## config.mk

```make
export PLATFORM = sky130hd
export DESIGN_NAME = rot_reservation_station_flat
export DESIGN_NICKNAME = d
export VERILOG_FILES = /design/src/rtl/rot_reservation_station_pkg.sv /design/src/rtl/rot_reservation_station_if.sv /design/src/rtl/rot_reservation_station_prio_encoder.sv /design/src/rtl/rot_reservation_station.sv /design/src/flat_wrapper.sv
export SDC_FILE = /design/constraint.sdc
export NUM_CORES = 1
export LEC_CHECK = 0
export ABC_CLOCK_PERIOD_IN_PS = 8800
export CAP_MARGIN = 10
export CORE_MARGIN = 5
export CORE_UTILIZATION = 61
export DETAILED_ROUTE_END_ITERATION = 7
export GPL_ROUTABILITY_DRIVEN = 1
export GPL_TIMING_DRIVEN = 0
export PLACE_DENSITY = 0.93
export SYNTH_ARGS = -nofsm -noshare
export SYNTH_HDL_FRONTEND = slang
export SYNTH_SLANG_ARGS = --single-unit
```

## constraint.sdc

```tcl
create_clock -name clk -period 8.8 [get_ports clk]
set_input_delay 1.32 -clock clk [delete_from_list [all_inputs] [get_ports clk]]
set_output_delay 1.32 -clock clk [all_outputs]
set_load 0.05 [all_outputs]
```

## src/rtl/rot_reservation_station_pkg.sv

```systemverilog
// Shared types for the rotate-unit reservation station.
//   rotate_decode_t : decoded rotate/shift/mask-insert control word
//   operand_t       : source operand with ready flag and producer tag
//   rot_rs_entry_t  : one reservation-station slot
//   rs_capture()    : CDB snoop helper used at dispatch and during wakeup
package rot_reservation_station_pkg;

    localparam int TAG_WIDTH = 6;

    typedef enum logic [1:0] {
        ROT_RLWINM = 2'd0,
        ROT_RLWNM  = 2'd1,
        ROT_RLWIMI = 2'd2,
        ROT_SHIFT  = 2'd3
    } rot_op_e;

    typedef struct packed {
        rot_op_e    op;
        logic       mask_insert;  // op merges into the old target value
        logic [4:0] sh;
        logic [4:0] mb;
        logic [4:0] me;
        logic       rc;
    } rotate_decode_t;

    typedef struct packed {
        logic                 valid;
        logic [TAG_WIDTH-1:0] tag;
        logic [0:31]          value;
    } operand_t;

    typedef struct packed {
        logic           busy;
        rotate_decode_t control;
        logic [4:0]     result_reg_addr;
        operand_t       op1;
        operand_t       op2;
        operand_t       target;
        logic [31:0]    xer;
    } rot_rs_entry_t;

    // A still-pending operand whose tag matches a live broadcast takes the value.
    function automatic operand_t rs_capture(
        input operand_t             op,
        input logic                 cdb_valid,
        input logic [TAG_WIDTH-1:0] cdb_tag,
        input logic [31:0]          cdb_value
    );
        operand_t res;
        res = op;
        if (!op.valid && cdb_valid && (op.tag == cdb_tag)) begin
            res.valid = 1'b1;
            res.value = cdb_value;
        end else begin
            res = op;
        end
        return res;
    endfunction

endpackage

```

## src/rtl/rot_reservation_station_if.sv

```systemverilog
// Dispatch, CDB and issue buses of the rotate reservation station.
//   master : dispatcher / CDB source / rotate-unit side (drives requests)
//   slave  : the reservation station itself
interface rot_reservation_station_if
    import rot_reservation_station_pkg::*;
#(
    parameter int RS_ID_WIDTH = 2
);
    // dispatch
    logic                   dispatch_valid;
    logic                   dispatch_ready;
    rotate_decode_t         dispatch_control;
    logic [4:0]             dispatch_result_reg_addr;
    operand_t               dispatch_op1;
    operand_t               dispatch_op2;
    operand_t               dispatch_target;
    logic [31:0]            dispatch_xer;
    // common data bus
    logic                   cdb_valid;
    logic [TAG_WIDTH-1:0]   cdb_tag;
    logic [31:0]            cdb_value;
    // issue to rotate unit
    logic                   issue_valid;
    logic                   issue_ready;
    logic [RS_ID_WIDTH-1:0] issue_rs_id;
    logic [4:0]             issue_result_reg_addr;
    logic [31:0]            issue_op1;
    logic [31:0]            issue_op2;
    logic [31:0]            issue_target;
    logic [31:0]            issue_xer;
    rotate_decode_t         issue_control;

    modport slave (
        input  dispatch_valid, dispatch_control, dispatch_result_reg_addr,
               dispatch_op1, dispatch_op2, dispatch_target, dispatch_xer,
               cdb_valid, cdb_tag, cdb_value, issue_ready,
        output dispatch_ready, issue_valid, issue_rs_id, issue_result_reg_addr,
               issue_op1, issue_op2, issue_target, issue_xer, issue_control
    );

    modport master (
        output dispatch_valid, dispatch_control, dispatch_result_reg_addr,
               dispatch_op1, dispatch_op2, dispatch_target, dispatch_xer,
               cdb_valid, cdb_tag, cdb_value, issue_ready,
        input  dispatch_ready, issue_valid, issue_rs_id, issue_result_reg_addr,
               issue_op1, issue_op2, issue_target, issue_xer, issue_control
    );
endinterface

```

## src/rtl/rot_reservation_station_prio_encoder.sv

```systemverilog
// Lowest-index priority encoder.
//   i_req : request vector
//   o_idx : index of the lowest set bit (0 when none set)
//   o_any : at least one bit set
module prio_encoder #(
    parameter int WIDTH = 4,
    parameter int IDX_W = (WIDTH > 1) ? $clog2(WIDTH) : 1
) (
    input  logic [WIDTH-1:0] i_req,
    output logic [IDX_W-1:0] o_idx,
    output logic             o_any
);
    // Scan from the top down so the lowest set bit is the last one written.
    always_comb begin
        o_idx = '0;
        for (int i = WIDTH - 1; i >= 0; i--) begin
            o_idx = i_req[i] ? IDX_W'(i) : o_idx;
        end
        o_any = |i_req;
    end
endmodule

```

## src/rtl/rot_reservation_station.sv

```systemverilog
// Reservation station in front of the rotate/shift unit.
//   clk, rst : clock and synchronous active-high reset
//   bus      : dispatch in, CDB snoop in, issue out (slave modport)
// Entries wait for their operands by snooping the CDB; the lowest-index
// fully-ready entry is offered to the rotate unit, its index being the rs_id.
module rot_reservation_station
    import rot_reservation_station_pkg::*;
#(
    parameter int DEPTH       = 4,
    parameter int RS_ID_WIDTH = $clog2(DEPTH)
) (
    input  logic                      clk,
    input  logic                      rst,
    rot_reservation_station_if.slave  bus
);
    rot_rs_entry_t          r_entries [DEPTH];
    logic [DEPTH-1:0]       w_free;
    logic [DEPTH-1:0]       w_ready;
    logic [RS_ID_WIDTH-1:0] w_alloc_idx;
    logic [RS_ID_WIDTH-1:0] w_issue_idx;
    logic                   w_any_free;
    logic                   w_any_ready;
    logic                   w_dispatch_fire;
    logic                   w_issue_fire;
    operand_t               w_dispatch_target;
    rot_rs_entry_t          w_new_entry;

    // Per-entry free and ready vectors, from registered state only.
    always_comb begin
        for (int i = 0; i < DEPTH; i++) begin
            w_free[i]  = ~r_entries[i].busy;
            w_ready[i] = r_entries[i].busy & r_entries[i].op1.valid &
                         r_entries[i].op2.valid & r_entries[i].target.valid;
        end
    end

    prio_encoder #(.WIDTH(DEPTH), .IDX_W(RS_ID_WIDTH)) u_alloc_sel (
        .i_req (w_free),
        .o_idx (w_alloc_idx),
        .o_any (w_any_free)
    );

    prio_encoder #(.WIDTH(DEPTH), .IDX_W(RS_ID_WIDTH)) u_issue_sel (
        .i_req (w_ready),
        .o_idx (w_issue_idx),
        .o_any (w_any_ready)
    );

    // A slot freed by this cycle's issue is not counted, keeping ready->ready paths out.
    assign bus.dispatch_ready = ~rst & w_any_free;
    assign bus.issue_valid    = ~rst & w_any_ready;
    assign w_dispatch_fire    = bus.dispatch_valid & bus.dispatch_ready;
    assign w_issue_fire       = bus.issue_valid & bus.issue_ready;

    assign bus.issue_rs_id           = w_issue_idx;
    assign bus.issue_control         = r_entries[w_issue_idx].control;
    assign bus.issue_result_reg_addr = r_entries[w_issue_idx].result_reg_addr;
    assign bus.issue_op1             = r_entries[w_issue_idx].op1.value;
    assign bus.issue_op2             = r_entries[w_issue_idx].op2.value;
    assign bus.issue_target          = r_entries[w_issue_idx].target.value;
    assign bus.issue_xer             = r_entries[w_issue_idx].xer;

    // Build the incoming entry: target unused unless mask-insert, plus same-cycle CDB forwarding.
    always_comb begin
        w_dispatch_target = bus.dispatch_target;
        if (!bus.dispatch_control.mask_insert) begin
            w_dispatch_target.valid = 1'b1;
        end else begin
            w_dispatch_target.valid = bus.dispatch_target.valid;
        end
        w_new_entry.busy            = 1'b1;
        w_new_entry.control         = bus.dispatch_control;
        w_new_entry.result_reg_addr = bus.dispatch_result_reg_addr;
        w_new_entry.op1    = rs_capture(bus.dispatch_op1, bus.cdb_valid, bus.cdb_tag, bus.cdb_value);
        w_new_entry.op2    = rs_capture(bus.dispatch_op2, bus.cdb_valid, bus.cdb_tag, bus.cdb_value);
        w_new_entry.target = rs_capture(w_dispatch_target, bus.cdb_valid, bus.cdb_tag, bus.cdb_value);
        w_new_entry.xer    = bus.dispatch_xer;
    end

    // Entry storage: allocation, CDB wakeup and release on issue handshake.
    always_ff @(posedge clk) begin
        if (rst) begin
            for (int i = 0; i < DEPTH; i++) begin
                r_entries[i].busy <= 1'b0;
            end
        end else begin
            for (int i = 0; i < DEPTH; i++) begin
                // Allocation only ever hits a free entry, never the issuing one.
                if (w_dispatch_fire && (w_alloc_idx == RS_ID_WIDTH'(i))) begin
                    r_entries[i] <= w_new_entry;
                end else if (r_entries[i].busy) begin
                    r_entries[i].op1    <= rs_capture(r_entries[i].op1, bus.cdb_valid, bus.cdb_tag, bus.cdb_value);
                    r_entries[i].op2    <= rs_capture(r_entries[i].op2, bus.cdb_valid, bus.cdb_tag, bus.cdb_value);
                    r_entries[i].target <= rs_capture(r_entries[i].target, bus.cdb_valid, bus.cdb_tag, bus.cdb_value);
                    r_entries[i].busy   <= ~(w_issue_fire && (w_issue_idx == RS_ID_WIDTH'(i)));
                end else begin
                    r_entries[i] <= r_entries[i];
                end
            end
        end
    end
endmodule

```

## src/flat_wrapper.sv

```systemverilog
// flat-port wrapper written by rule: the top's interface ports become plain ports
module rot_reservation_station_flat import rot_reservation_station_pkg::*;
#(
    parameter int DEPTH       = 4,
    parameter int RS_ID_WIDTH = $clog2(DEPTH)
)
  (clk, rst, bus_dispatch_valid, bus_dispatch_control, bus_dispatch_result_reg_addr, bus_dispatch_op1, bus_dispatch_op2, bus_dispatch_target, bus_dispatch_xer, bus_cdb_valid, bus_cdb_tag, bus_cdb_value, bus_issue_ready, bus_dispatch_ready, bus_issue_valid, bus_issue_rs_id, bus_issue_result_reg_addr, bus_issue_op1, bus_issue_op2, bus_issue_target, bus_issue_xer, bus_issue_control);
  rot_reservation_station_if #(.RS_ID_WIDTH(RS_ID_WIDTH)) bus_i ();
  input  logic clk;
  input  logic rst;
  input wire logic [$bits(bus_i.dispatch_valid)-1:0] bus_dispatch_valid;
  input wire logic [$bits(bus_i.dispatch_control)-1:0] bus_dispatch_control;
  input wire logic [$bits(bus_i.dispatch_result_reg_addr)-1:0] bus_dispatch_result_reg_addr;
  input wire logic [$bits(bus_i.dispatch_op1)-1:0] bus_dispatch_op1;
  input wire logic [$bits(bus_i.dispatch_op2)-1:0] bus_dispatch_op2;
  input wire logic [$bits(bus_i.dispatch_target)-1:0] bus_dispatch_target;
  input wire logic [$bits(bus_i.dispatch_xer)-1:0] bus_dispatch_xer;
  input wire logic [$bits(bus_i.cdb_valid)-1:0] bus_cdb_valid;
  input wire logic [$bits(bus_i.cdb_tag)-1:0] bus_cdb_tag;
  input wire logic [$bits(bus_i.cdb_value)-1:0] bus_cdb_value;
  input wire logic [$bits(bus_i.issue_ready)-1:0] bus_issue_ready;
  output wire logic [$bits(bus_i.dispatch_ready)-1:0] bus_dispatch_ready;
  output wire logic [$bits(bus_i.issue_valid)-1:0] bus_issue_valid;
  output wire logic [$bits(bus_i.issue_rs_id)-1:0] bus_issue_rs_id;
  output wire logic [$bits(bus_i.issue_result_reg_addr)-1:0] bus_issue_result_reg_addr;
  output wire logic [$bits(bus_i.issue_op1)-1:0] bus_issue_op1;
  output wire logic [$bits(bus_i.issue_op2)-1:0] bus_issue_op2;
  output wire logic [$bits(bus_i.issue_target)-1:0] bus_issue_target;
  output wire logic [$bits(bus_i.issue_xer)-1:0] bus_issue_xer;
  output wire logic [$bits(bus_i.issue_control)-1:0] bus_issue_control;
  assign bus_i.dispatch_valid = bus_dispatch_valid;
  assign bus_i.dispatch_control = bus_dispatch_control;
  assign bus_i.dispatch_result_reg_addr = bus_dispatch_result_reg_addr;
  assign bus_i.dispatch_op1 = bus_dispatch_op1;
  assign bus_i.dispatch_op2 = bus_dispatch_op2;
  assign bus_i.dispatch_target = bus_dispatch_target;
  assign bus_i.dispatch_xer = bus_dispatch_xer;
  assign bus_i.cdb_valid = bus_cdb_valid;
  assign bus_i.cdb_tag = bus_cdb_tag;
  assign bus_i.cdb_value = bus_cdb_value;
  assign bus_i.issue_ready = bus_issue_ready;
  assign bus_dispatch_ready = bus_i.dispatch_ready;
  assign bus_issue_valid = bus_i.issue_valid;
  assign bus_issue_rs_id = bus_i.issue_rs_id;
  assign bus_issue_result_reg_addr = bus_i.issue_result_reg_addr;
  assign bus_issue_op1 = bus_i.issue_op1;
  assign bus_issue_op2 = bus_i.issue_op2;
  assign bus_issue_target = bus_i.issue_target;
  assign bus_issue_xer = bus_i.issue_xer;
  assign bus_issue_control = bus_i.issue_control;
  rot_reservation_station #(.DEPTH(DEPTH), .RS_ID_WIDTH(RS_ID_WIDTH)) u_core (.clk(clk), .rst(rst), .bus(bus_i));
endmodule
```

==> results.py <==
metrics = {
    "yosys": {
        "synth_mux_area_share_pct": 15.1,
        "ys_dominant_reg_cell": "edfxtp_1",
        "synth_compound_area_share_pct": 10.2,
        "synthCells": 2115,
        "synth_top_family_by_area": "multiplexers",
        "synth_xor_area_share_pct": 2.49,
        "syn_nets": 2331,
        "synth_area_leaders": "edfxtp_1 (66%), mux2_2 (9.4%), mux2_4 (5.7%), o21ai_0 (4.8%), a221oi_1 (4.2%)",
        "synth-edff-count": 696,
        "syn_avg_cell_area_um2": 15.0,
        "synthAdderAreaFrac_pct": 0,
        "ys.warnings.count": 0,
        "synth_cell_type_count": 41,
        "synthSimpleGateAreaFrac_pct": 3.47,
        "yosysSeqAreaShare_pct": 65.9,
        "synth.top_cell.area_share_pct": 65.9,
        "synth_top_area_cell": "edfxtp_1",
        "synth.most_common_cell": "edfxtp_1",
        "ys_top_cells_by_count": "edfxtp_1 (696), o21ai_0 (304), mux2_2 (264)",
        "syn_area_mm2": 0.0317,
        "synth_seq_cells": 696,
        "async_reset_ff_share_pct": 0,
    },
    "clocking": {
        "hold_buffers": 0,
        "h-tree-depth": 3,
        "cts-resized-gates": 0,
        "cts_tree": "yes",
        "cts_sinks": 696,
        "clockBufferDepth": 3,
        "clk_latency_ps": 610,
        "postCtsSetupRepairBufs": 0,
        "clk_pin_slew_ps": 60,
        "root_buffer": "clkbuf_16",
        "numCtsBuffers": 69,
    },
    "timing": {
        "report.final.setup_viol": 0,
        "fin_crit_ps": 6630,
        "setup_ws_ps": 2170,
        "rsz0062_at_grt": "false",
        "max_freq_mhz": 151,
        "fin_tns_setup_ps": 0,
        "skew_ps": 14.9,
        "maxSlewViolCount": 0,
        "slew_headroom_pct": 14.2,
        "worst-slew-pin-transition_ps": 1280,
        "min_period_over_period_pct": 75.4,
        "hold_viol": 0,
    },
    "routing": {
        "dr_wl_met3_um": 13600,
        "top_layer": "met5",
        "vias": 22813,
        "drc": 0,
        "viasPerCell": 6.86,
        "avgRoutedWirePerCell_um": 30.3,
        "route.met2.wl_um": 48600,
        "drt_first_pass_iters": 6,
        "drt_iter0_drc": 3715,
        "wl_um": 101000,
        "ant_nets": 0,
        "wl_met1_um": 32900,
    },
    "die": {
        "coreArea_mm2": 0.0514,
        "chipWidth_um": 238,
        "die-area_mm2": 0.0566,
        "rows": 83,
        "start_util_pct": 61.7,
        "die_y_um": 238,
        "pin_count": 372,
    },
    "final_layout": {
        "reg_top3": "u_core.r_entries (696)",
        "top_register": "u_core.r_entries",
        "nNetsFinal": 2794,
        "largest_reg_flops": 696,
        "area_delta_synth_final_pct": 23.1,
        "drive_above_1_share_pct": 22.5,
    },
    "pwr": {
        "seq_power_share_pct": 47.4,
        "p_switching_w": 0.00212,
        "share_comb_of_total_power_pct": 17.0,
        "ir_worst_vdd_v": 0.000153,
        "netSwitchingFraction_pct": 26.5,
        "p_leak_nw": 13.3,
        "p_clk_share_pct": 35.6,
        "intPower_w": 0.00587,
        "power_density_mw_per_mm2": 205,
    },
    "worst_setup_path": {
        "cpPeakStageDelay_ps": 940,
        "reg2reg_from": "u_core.r_entries[2][173]",
        "start_kind": "register",
        "arrival_ps": 5310,
        "cp_max_fo": 10,
        "crit_chain": "nand4_1 > nor2_1 > clkbuf_1 > buf_2 > a221oi_1 > o21ai_0 > clkdlybuf4s50_1",
        "cp-end-kind": "output port",
        "cp-startpoint": "u_core.r_entries[3][173]",
        "critPathRequiredTime_ps": 7480,
        "cp_slowest_cell": "nor2_1",
        "path_class": "reg2out",
    },
    "grt": {
        "grt_start_max_net_pins": 39,
        "antenna_found_initial": 25,
        "grt_overflow": 0,
        "grt_first_pass_wirelength_um": 145000,
        "track_usage_pct": 34.2,
        "grt_pass1_vias": 22842,
    },
    "worst_hold_path": {
        "worstHoldPathType": "reg2reg",
        "hp-start": "u_core.r_entries[3][148]",
    },
    "run_status": {
        "status": "completed",
    },
    "placed_design": {
        "place.gp.congestion": 0.881,
        "pre_cts_slack_ps": 3200,
        "hpwl_um": 68600,
        "port_buffers": 364,
    },
    "run": {
        "cap_violations": 0,
    },
}
-- critical path: cells and delay by family, from the launching register on --
family,cells,cell delay (ps)
compound gates,2,790
flops,1,480
simple gates,2,1280
buf+inv,3,2150
-- per-stage QoR --
stage | cells | total power [W] | cell area, um^2 | utilization [%] | hold WS, ps
after floorplan | 2115 | 0.00465 | 31700 | - | 616
after global placement | 3159 | 0.00511 | 36200 | 70.4 | 650
after detailed placement | 3187 | 0.00518 | 36900 | 71.7 | 709
after CTS | 3308 | 0.00795 | 39000 | 75.8 | 728
after global routing | 3319 | 0.00817 | 39000 | 75.9 | 763
final | 3326 | 0.00799 | 39000 | 75.9 | 734
-- kinds of logic (layout without fill, tap and decap cells) --
kind of cell | Yosys count | after routing
compound gates | 505 | 505
mux | 384 | 384
buf+inv | 200 | 713
other cells | 0 | 18
flops | 696 | 696
xor+xnor | 90 | 90
simple gates | 240 | 240
-- cells in the final DEF (no fill, tap or decap), types with 4 or more instances in the layout --
master / count
diode_2: 18
xor2_1: 48
o31ai_4: 12
buf_12: 4
or4_1: 12
mux2_2: 264
a221oi_1: 152
clkinv_1: 10
clkbuf_1: 137
nor2_1: 20
or3_1: 6
nand2_1: 158
a31oi_1: 4
o21ai_1: 4
nand4_1: 17
buf_6: 13
clkbuf_16: 71
clkinv_2: 16
a21oi_4: 4
mux2_4: 120
clkdlybuf4s50_1: 364
a21oi_1: 9
nand2b_1: 6
edfxtp_1: 696
o21a_1: 4
nor2b_1: 6
bufinv_16: 4
a22oi_1: 4
inv_1: 4
xnor2_1: 42
buf_8: 19
buf_16: 5
inv_2: 4
buf_2: 46
a32oi_1: 5
o21ai_0: 304
buf_1: 12
-- worst paths after layout --
check	end	slack, ps	depth (start not counted)
hold / removal	u_core.r_entries[3][148]	730	2
setup / recovery	bus_issue_op2[4]	2170	7
hold reg to reg	u_core.r_entries[3][148]	730	2
setup reg to reg	u_core.r_entries[2][114]	5940	5
-- power by group through the flow --
stage                     Clock [W]  Combinational [W]  Sequential (W)
after detailed placement          0            0.00132         0.00386
after CTS                   0.00282            0.00134         0.00379
after global routing        0.00298            0.00141         0.00379
after global placement            0            0.00125         0.00386
after floorplan                   0           0.000796         0.00385
final                       0.00284            0.00136         0.00379
-- layer usage --
| metal | track usage, % | vias to the layer above |
|---|---|---|
| met5 | 0 | - |
| met4 | 16.2 | 20 |
| met3 | 9.58 | 392 |
| met2 | 56.3 | 2062 |
| met1 | 42.2 | 11093 |
| li1 | - | 9246 |
-- layout make-up --
| type | instances | area (um^2) |
|---|---|---|
| Clock buffer | 88 | 1840 |
| Inverter | 8 | 30.0 |
| Sequential cell | 696 | 20900 |
| Timing Repair Buffer | 392 | 4150 |
| Clock inverter | 33 | 262 |
| Multi-Input combinational cell | 1219 | 10100 |
| Buffer | 192 | 880 |
| Fill cell | 2731 | 12400 |
| Antenna cell | 18 | 45.0 |
| Tap cell | 680 | 851 |
(Power assumes the default switching activity.)
